### config.mk
export PLATFORM = sky130hd
export DESIGN_NAME = ex_mem_stage
export DESIGN_NICKNAME = d
export VERILOG_FILES = /design/src/rtl/ex_mem_stage.sv
export SDC_FILE = /design/constraint.sdc
export NUM_CORES = 1
export LEC_CHECK = 0
export BUFFER_PORTS_ARGS = -buffer_cell sky130_fd_sc_hd__buf_2
export CORE_UTILIZATION = 45
export CTS_CLUSTER_SIZE = 24
export DETAILED_ROUTE_END_ITERATION = 12
export PLACE_DENSITY = 0.7
export SLEW_MARGIN = 20
export SYNTH_ARGS = -nofsm -noshare
export SYNTH_HDL_FRONTEND = slang
export SYNTH_SLANG_ARGS = --single-unit
### constraint.sdc
create_clock -name clk -period 10.7 [get_ports clk]
set_clock_uncertainty 0.2 [all_clocks]
set_input_delay 1.07 -clock clk [delete_from_list [all_inputs] [get_ports clk]]
set_output_delay 1.07 -clock clk [all_outputs]
set_load 0.005 [all_outputs]
### src/rtl/ex_mem_stage.sv
// EX/MEM pipeline register with a two-entry skid buffer (MAIN drives outputs, SKID catches overflow).
// InReady comes from registered state only, so OutReady never reaches InReady combinationally.
module ex_mem_stage (
    input  logic        clk,
    input  logic        reset,
    input  logic        Flush,
    input  logic        InValid,
    output logic        InReady,
    input  logic [31:0] ALUResult,
    input  logic        Zero,
    input  logic [2:0]  Funct3,
    input  logic        Branch,
    input  logic        RegWrite,
    input  logic        MemWrite,
    input  logic [4:0]  Rd,
    input  logic [31:0] WriteData,
    input  logic [31:0] PCTarget,
    output logic        OutValid,
    input  logic        OutReady,
    output logic [31:0] ALUResultM,
    output logic [31:0] WriteDataM,
    output logic [31:0] PCTargetM,
    output logic [4:0]  RdM,
    output logic        RegWriteM,
    output logic        MemWriteM,
    output logic        TakenM
);

    localparam logic [1:0] EMPTY = 2'b00;
    localparam logic [1:0] ONE   = 2'b01;
    localparam logic [1:0] FULL  = 2'b10;

    typedef struct packed {
        logic [31:0] alu;
        logic [31:0] wdata;
        logic [31:0] pct;
        logic [4:0]  rd;
    } data_t;

    typedef struct packed {
        logic rw;
        logic mw;
        logic taken;
    } ctl_t;

    logic [1:0] state_q, state_d;
    data_t      main_data_q, main_data_d;
    data_t      skid_data_q, skid_data_d;
    ctl_t       main_ctl_q, main_ctl_d;
    ctl_t       skid_ctl_q, skid_ctl_d;

    data_t      in_data;
    ctl_t       in_ctl;
    logic       in_fire;
    logic       out_fire;

    // Zero means "equal" for BEQ/BNE and "not less" for the slt/sltu branches;
    // funct3[0] and funct3[2] together fold the per-branch inversion into one xor.
    assign in_ctl.taken = Branch & (Funct3[2:1] != 2'b01) & (Zero ^ Funct3[0] ^ Funct3[2]);
    assign in_ctl.rw    = RegWrite;
    assign in_ctl.mw    = MemWrite;
    assign in_data.alu   = ALUResult;
    assign in_data.wdata = WriteData;
    assign in_data.pct   = PCTarget;
    assign in_data.rd    = Rd;

    assign OutValid = (state_q != EMPTY);
    assign InReady  = ~reset & (state_q != FULL);
    assign in_fire  = InValid & InReady;
    assign out_fire = OutValid & OutReady;

    always_comb begin
        state_d     = state_q;
        main_data_d = main_data_q;
        main_ctl_d  = main_ctl_q;
        skid_data_d = skid_data_q;
        skid_ctl_d  = skid_ctl_q;
        case (state_q)
            EMPTY: begin
                if (in_fire) begin
                    main_data_d = in_data;
                    main_ctl_d  = in_ctl;
                    state_d     = ONE;
                end
            end
            ONE: begin
                if (in_fire && !out_fire) begin
                    skid_data_d = in_data;
                    skid_ctl_d  = in_ctl;
                    state_d     = FULL;
                end else if (in_fire && out_fire) begin
                    main_data_d = in_data;
                    main_ctl_d  = in_ctl;
                end else if (out_fire) begin
                    state_d = EMPTY;
                end
            end
            FULL: begin
                if (out_fire) begin
                    main_data_d = skid_data_q;
                    main_ctl_d  = skid_ctl_q;
                    state_d     = ONE;
                end
            end
            default: state_d = EMPTY;
        endcase
        if (Flush) begin
            state_d    = EMPTY;
            main_ctl_d = '0;
        end
    end

    always_ff @(posedge clk or posedge reset) begin
        if (reset) begin
            state_q    <= EMPTY;
            main_ctl_q <= '0;
        end else begin
            state_q    <= state_d;
            main_ctl_q <= main_ctl_d;
        end
    end

    // Payload registers carry no reset; they are only observed while OutValid is set.
    always_ff @(posedge clk) begin
        main_data_q <= main_data_d;
        skid_data_q <= skid_data_d;
        skid_ctl_q  <= skid_ctl_d;
    end

    assign ALUResultM = main_data_q.alu;
    assign WriteDataM = main_data_q.wdata;
    assign PCTargetM  = main_data_q.pct;
    assign RdM        = main_data_q.rd;
    assign RegWriteM  = OutValid & main_ctl_q.rw;
    assign MemWriteM  = OutValid & main_ctl_q.mw;
    assign TakenM     = OutValid & main_ctl_q.taken;

endmodule

# --- After elaboration in Yosys (flattened, before gate mapping) ---
# Index checks and enable logic that the tools add are counted.
word_totals:
  out_inout_bits: 106
  reg_bits: 210
classes:
  bitwise_logic: 11
  n_mux: 18
  n_reduce_logical: 11
  eq_ne: 14
op_table:
  columns: ["op", "count"]
  rows:
  - ["$mux 101", 4]
  - ["$pmux 101 s3", 1]
  - ["$mux 3", 5]
  - ["$mux 2", 6]
  - ["$ne 3x3->1 const B", 4]
  - ["$ne 2x2->1 const B", 5]
  - ["$reduce_and 5->1", 2]
  - ["$pmux 3 s3", 1]
  - ["$and 1x1->1", 8]
  - ["$ne 4x4->1 const B", 2]
  - ["$pmux 2 s3", 1]
  - ["$reduce_and 4->1", 1]
  - ["$reduce_bool 4->1", 1]
  - ["$reduce_bool 3->1", 1]
  - ["$eq 2x1->1 const B", 1]
  - ["$eq 2x2->1 const B", 1]
  - ["$logic_and 1x1->1", 2]
  - ["$logic_not 2->1", 1]
  - ["$ne 2x1->1 const B", 1]
  - ["$reduce_and 2->1", 1]
  - ["$reduce_bool 2->1", 1]
  - ["$xor 1x1->1", 2]
  - ["$logic_not 1->1", 1]
  - ["$not 1->1", 1]

# --- Depth between registers and ports, before layout ---
depth:
  word_depth: 8
  depth_mapped: 7
  mapped_depth_nobuf: 6

# --- Worst setup path before layout ---
# No wires, ideal clock.
synth_timing:
  kind: "input -> register"
  startpoint: "in InValid"
  endpoint: "reg main_data_q, in the netlist ALUResultM[0], enable pin"
  setup_ns: 0.700
  slack_ns: 1.223
  arrival_time_ns: 8.577
  t_required_ns: 9.800
  cell_stages: 3
  path_cell_list: "nor3b_4 mux2i_1 o21ai_0"
synth_between:
  elab_chain_cells: 4
synth_rtl:
  columns: ["item", "line", "source"]
  rows:
  - ["start: declaration", "7", "input logic InValid,"]
  - ["$and 1x1->1 *", "69", "assign in_fire = InValid & InReady;"]
  - ["$logic_and 1x1->1 (on tied branches)", "91, 87", null]
  - ["$ne 2x2->1 (no line)", null, null]
  - ["$reduce_and 5->1 (no line) *", null, null]
  - ["end signal: assignment", "125", "main_data_q <= main_data_d;"]
  - ["end: declaration", "47", "data_t main_data_q, main_data_d;"]
# Mark *: on every way between the ends. The rest lies on a longest branch, timed or not.
# A chain may end at the register's enable or synchronous reset.

# --- Worst setup path in the final report ---
layout_timing:
  startpoint: "reg state_q[0]"
  endpoint: "reg main_data_q, in the netlist ALUResultM[10], enable pin"
layout_between:
  elab_chain_cells: 6
layout_rtl:
  columns: ["item", "line", "source"]
  rows:
  - ["start: declaration", "46", "logic [1:0] state_q, state_d;"]
  - ["start signal: assignment", "118", "state_q <= state_d;"]
  - ["$ne 2x2->1 / $reduce_bool 2->1 (equally long branches)", "68, 67", null]
  - ["$and 1x1->1 (on tied branches)", "68, 70", null]
  - ["$and 1x1->1 / $logic_not 1->1 (equally long branches)", "69, 87", null]
  - ["$logic_and 1x1->1 (on tied branches)", "91, 87", null]
  - ["$ne 2x2->1 (no line)", null, null]
  - ["$reduce_and 5->1 (no line) *", null, null]
# Marked as above.

==> flow_results.org <==
** Logic synthesis
- By area the synthesized netlist is led by sky130_fd_sc_hd__edfxtp_1 78%, sky130_fd_sc_hd__mux2_2 14%, sky130_fd_sc_hd__dfrtp_1 1.6%.
- Synth unique cells :: 31
- Main combinational cell family by area after synthesis :: multiplexers
- The number of nets handed over by synthesis was 487.
- Fraction of the mapped netlist area in adder cells :: 0.00478
- Syn. warnings :: 0
- Yosys instantiated no cell more often than sky130_fd_sc_hd__edfxtp_1.
- Syn Std Cell Area :: between 0.007 and 0.008 mm^2
- Share of synthesized flip-flops with an asynchronous set or reset :: 0.0238
- Summed over all instances, the cell type with the most area after synthesis is sky130_fd_sc_hd__edfxtp_1.
- Of the post-synthesis cell area, the dominant cell type holds 0.784.
- Simple-gate area share of the yosys netlist :: 0.0191
- A synthesized cell averages ~21 um^2.
- Leading cell types by count after synthesis :: 205 x sky130_fd_sc_hd__edfxtp_1, 101 x sky130_fd_sc_hd__mux2_2, 9 x sky130_fd_sc_hd__buf_2
- Of the total synthesized cell area, the portion taken by XOR and XNOR cells is 0.00223.
- The synthesized design contains 210 register bits.
- Most frequently used flop master after synthesis :: sky130_fd_sc_hd__edfxtp_1
- Synthesis produced 371 cells.
- Sequential cell area fraction in the yosys report :: 0.800
- The synthesized design contains 205 enable-type register cells.
- The portion of synthesized area spent on multiplexers is 0.150.
- Complex-gate fraction of the synthesized area :: 0.0131

** Worst setup path
- Arrival time at the worst endpoint :: ~3500 ps
- Data on the critical path is required at its endpoint by roughly 11000 ps.
- By startpoint and endpoint, the worst setup path is classified as reg2reg.
- STA classifies the critical path startpoint as a register.
- Together, buffers and inverters on the worst path number 3.
- Biggest fanout along the worst timing path :: 70
- Crit-path cells :: inv_1 > ha_4 > nor3b_4 > mux2i_1 > o21ai_4 > buf_16 > buf_4
- Critical Path Sink Type :: register
- Cell family contributing the most delay on the critical path :: buffers and inverters
- On the worst path, the slowest cell contributes a delay of a little over 700 ps.
- The largest individual stage delay along the critical path comes from the cell sky130_fd_sc_hd__buf_4.

** Global routing
- The number of global-route vias before repair came to between 4000 and 5000.
- The first global-routing pass estimated about 23 mm of wire.
- Summed over all layers, the global routing overflow is 0.
- For this run, the total global-route usage over all layers was measured as 0.166.
- Number of antenna violations at the first check in global routing :: 0
- Entering global routing, the biggest net connects about 70 pins.

** Clock network
- After clock tree synthesis, the clock-pin slew on the worst setup and hold paths is approximately 60 ps.
- Total setup buffers inserted after CTS :: 0
- Clock latency on the worst-skew pair :: 500 ps
- CTS tree :: built
- Buffers inserted during clock tree synthesis total 22.
- In this run the number of H-tree levels came out at 1.
- Clock tree synthesis found a total of 210 sinks.
- The number of gates resized after CTS was 0.
- The tree is rooted in a sky130_fd_sc_hd__clkbuf_16.
- Counting along the longest clock path gives a buffer depth of 3.
- Hold_buf cts :: 0

** Pwr
- Total power :: 1.85 mW
- Of the total power, the share spent switching nets is 0.203.
- Design internal power :: 1.48 mW
- VDD sags by at most roughly 0.12 mV.
- Relative contribution of the clock network to total power :: 0.422
- In this run the power spent charging and discharging nets is 0.375 mW.
- Power spread over the standard cell area amounts to 186 mW/mm^2.
- The share of total power dissipated in combinational logic is 0.063.
- Of the total power, registers draw 0.515.
- In this run the static leakage power is roughly 3.7 nW.

** Drt
- Before antenna repair, the detailed router went through 6 iterations.
- After detailed routing, the number of remaining DRC violations is 0.
- The first routing iteration left roughly 210 violations.
- Drt wl/cell :: 18.0 um
- The count of nets left with antenna violations once routing finished came out at 0.
- In the routed layout, each cell is associated on average with a via count of around 5.
- Total wire length :: 15.1 mm
- Across all layers, the routed design uses between 4000 and 5000 vias.

** Final layout
- Fraction of layout instances using a drive strength above 1 :: 0.588
- Antenna Cells :: 0
- Number of standard cells in the final layout excluding fillers :: 839
- With fillers left out, the area of the finished cells amounts to between 0.009 and 0.01 mm^2.
- Filler cell count :: around 1300
- After the last flow step, the layout net total stands at roughly 720.
- Measured on the finished design, the core utilization comes to 0.593.
- Area added between synthesis and finish :: 27.0%

** STA
- Post-layout min period :: about 3600 ps
- The number of hold violations in the final report came to 0.
- Setup repair after global routing left no endpoint under its margin.
- Worst-Margin Slew :: around 930 ps
- Headroom to the max-slew limit came out at 0.381.
- Fin worst setup slack :: 7130 ps
- Endpoints failing setup :: 0
- The total count of max-transition violations in the final report came to 0.
- Tcrit/Tclk final :: 0.334
- Highest attainable clock frequency :: around 0.28 GHz
- On the final layout, the worst hold slack is between 300 and 400 ps.
- Aggregate negative setup slack :: 0 ps

** Die
- I/O pin cnt :: ~220
- In this run the standard cell core region covers ~0.017 mm^2.
- DIE HEIGHT :: 134 um
- Initial cell density of the core :: 0.467
- The die covers around 0.018 mm^2.
- Standard-cell rows :: 47
- Die Width :: ~130 um

** Run status
- Status :: finished, final reports clean

** Flow run
- Max Cap Viol :: 0

** Placement
- The number of placed instances, taps included, is 800.
- Before CTS, the worst setup slack after placement is 6500 ps.
- In this run the cell area measured after placement is roughly 0.0092 mm^2.
- HPWL after detailed placement :: 9.84 mm
- Routability congestion estimate :: a little under 0.8
- Buffers placed on the I/O ports in this run total 218.

** Min path
- The min-delay analysis places its worst path in the category in2async.
flip-flops by register name (all words and copies together), names as in the netlist:
signal       flops
skid_ctl_q       3
main_ctl_q       3
skid_data_q    101
ALUResultM      32
RdM              5
PCTargetM       32
WriteDataM      32
state_q          2
layout make-up:
cell class	instances	area [um^2]	share of cell area
clock inverters	13	183	0.0183
clock buffers	25	562	0.0563
repair buffers	222	1140	0.114
well taps	220	275	0.0276
multi-input cells	145	1510	0.152
inverters	4	15.0	0.00151
flip-flops and latches	210	6280	0.630
cell usage in the layout (no fill, tap or decap), types with 2 or more instances in the layout:
master / count
sky130_fd_sc_hd__buf_2: 218
sky130_fd_sc_hd__edfxtp_1: 205
sky130_fd_sc_hd__mux2_2: 101
sky130_fd_sc_hd__clkbuf_16: 22
sky130_fd_sc_hd__dfrtp_1: 5
sky130_fd_sc_hd__and2b_1: 4
sky130_fd_sc_hd__mux2i_1: 4
sky130_fd_sc_hd__inv_1: 4
sky130_fd_sc_hd__bufinv_16: 4
sky130_fd_sc_hd__nor3_1: 3
sky130_fd_sc_hd__a211oi_2: 3
sky130_fd_sc_hd__o21ai_0: 3
sky130_fd_sc_hd__clkbuf_1: 3
sky130_fd_sc_hd__clkinv_2: 3
sky130_fd_sc_hd__buf_4: 3
sky130_fd_sc_hd__nand2b_1: 2
sky130_fd_sc_hd__nand2_1: 2
sky130_fd_sc_hd__nor2_1: 2
sky130_fd_sc_hd__ha_1: 2
sky130_fd_sc_hd__clkinvlp_4: 2
sky130_fd_sc_hd__clkinv_1: 2
power groups by stage:
| stage | Combinational, mW | Clock, mW | Sequential (mW) |
|---|---|---|---|
| 6_report | 0.116 | 0.782 | 0.953 |
| 5_1_grt | 0.128 | 0.832 | 0.955 |
| 4_1_cts | 0.117 | 0.799 | 0.953 |
| 3_5_place_dp | 0.116 | 0 | 0.970 |
| 3_3_place_gp | 0.111 | 0 | 0.969 |
| 2_1_floorplan | 0.0498 | 0 | 0.980 |
final timing paths:
path                                      startpoint                        end  slack (ps)  depth (start not counted)
setup / recovery              state_q[0]$_DFFE_PP0P_   ALUResultM[10]$_DFFE_PP_        7130                          7
hold / removal                                 reset     state_q[1]$_DFFE_PP0P_         300                          2
setup reg to reg              state_q[0]$_DFFE_PP0P_   ALUResultM[10]$_DFFE_PP_        7130                          7
hold reg to reg            skid_data_q[46]$_DFFE_PP_    WriteDataM[9]$_DFFE_PP_         350                          1
max in group asynchronous                      reset  main_ctl_q[0]$_DFFE_PP0P_        9810                          2
min in group clk           skid_data_q[46]$_DFFE_PP_    WriteDataM[9]$_DFFE_PP_         350                          1
per-layer routing:
metal	vias up	track usage	routed length [um]
li1	1943	-	-
met1	2063	0.221	6290
met2	161	0.275	7450
met3	26	0.0416	1100
met4	0	0.0412	218
met5	-	0	0
logic make-up after synthesis:
logic type                 Yosys count
AOI/OAI and AO/OA                   13
adders and majority gates            3
muxes                              105
xor gates and xnor gates             2
buffers and inverters               16
and+or+nand+nor                     22
DFF                                210
Note: power is estimated with default switching activity, not from simulation.
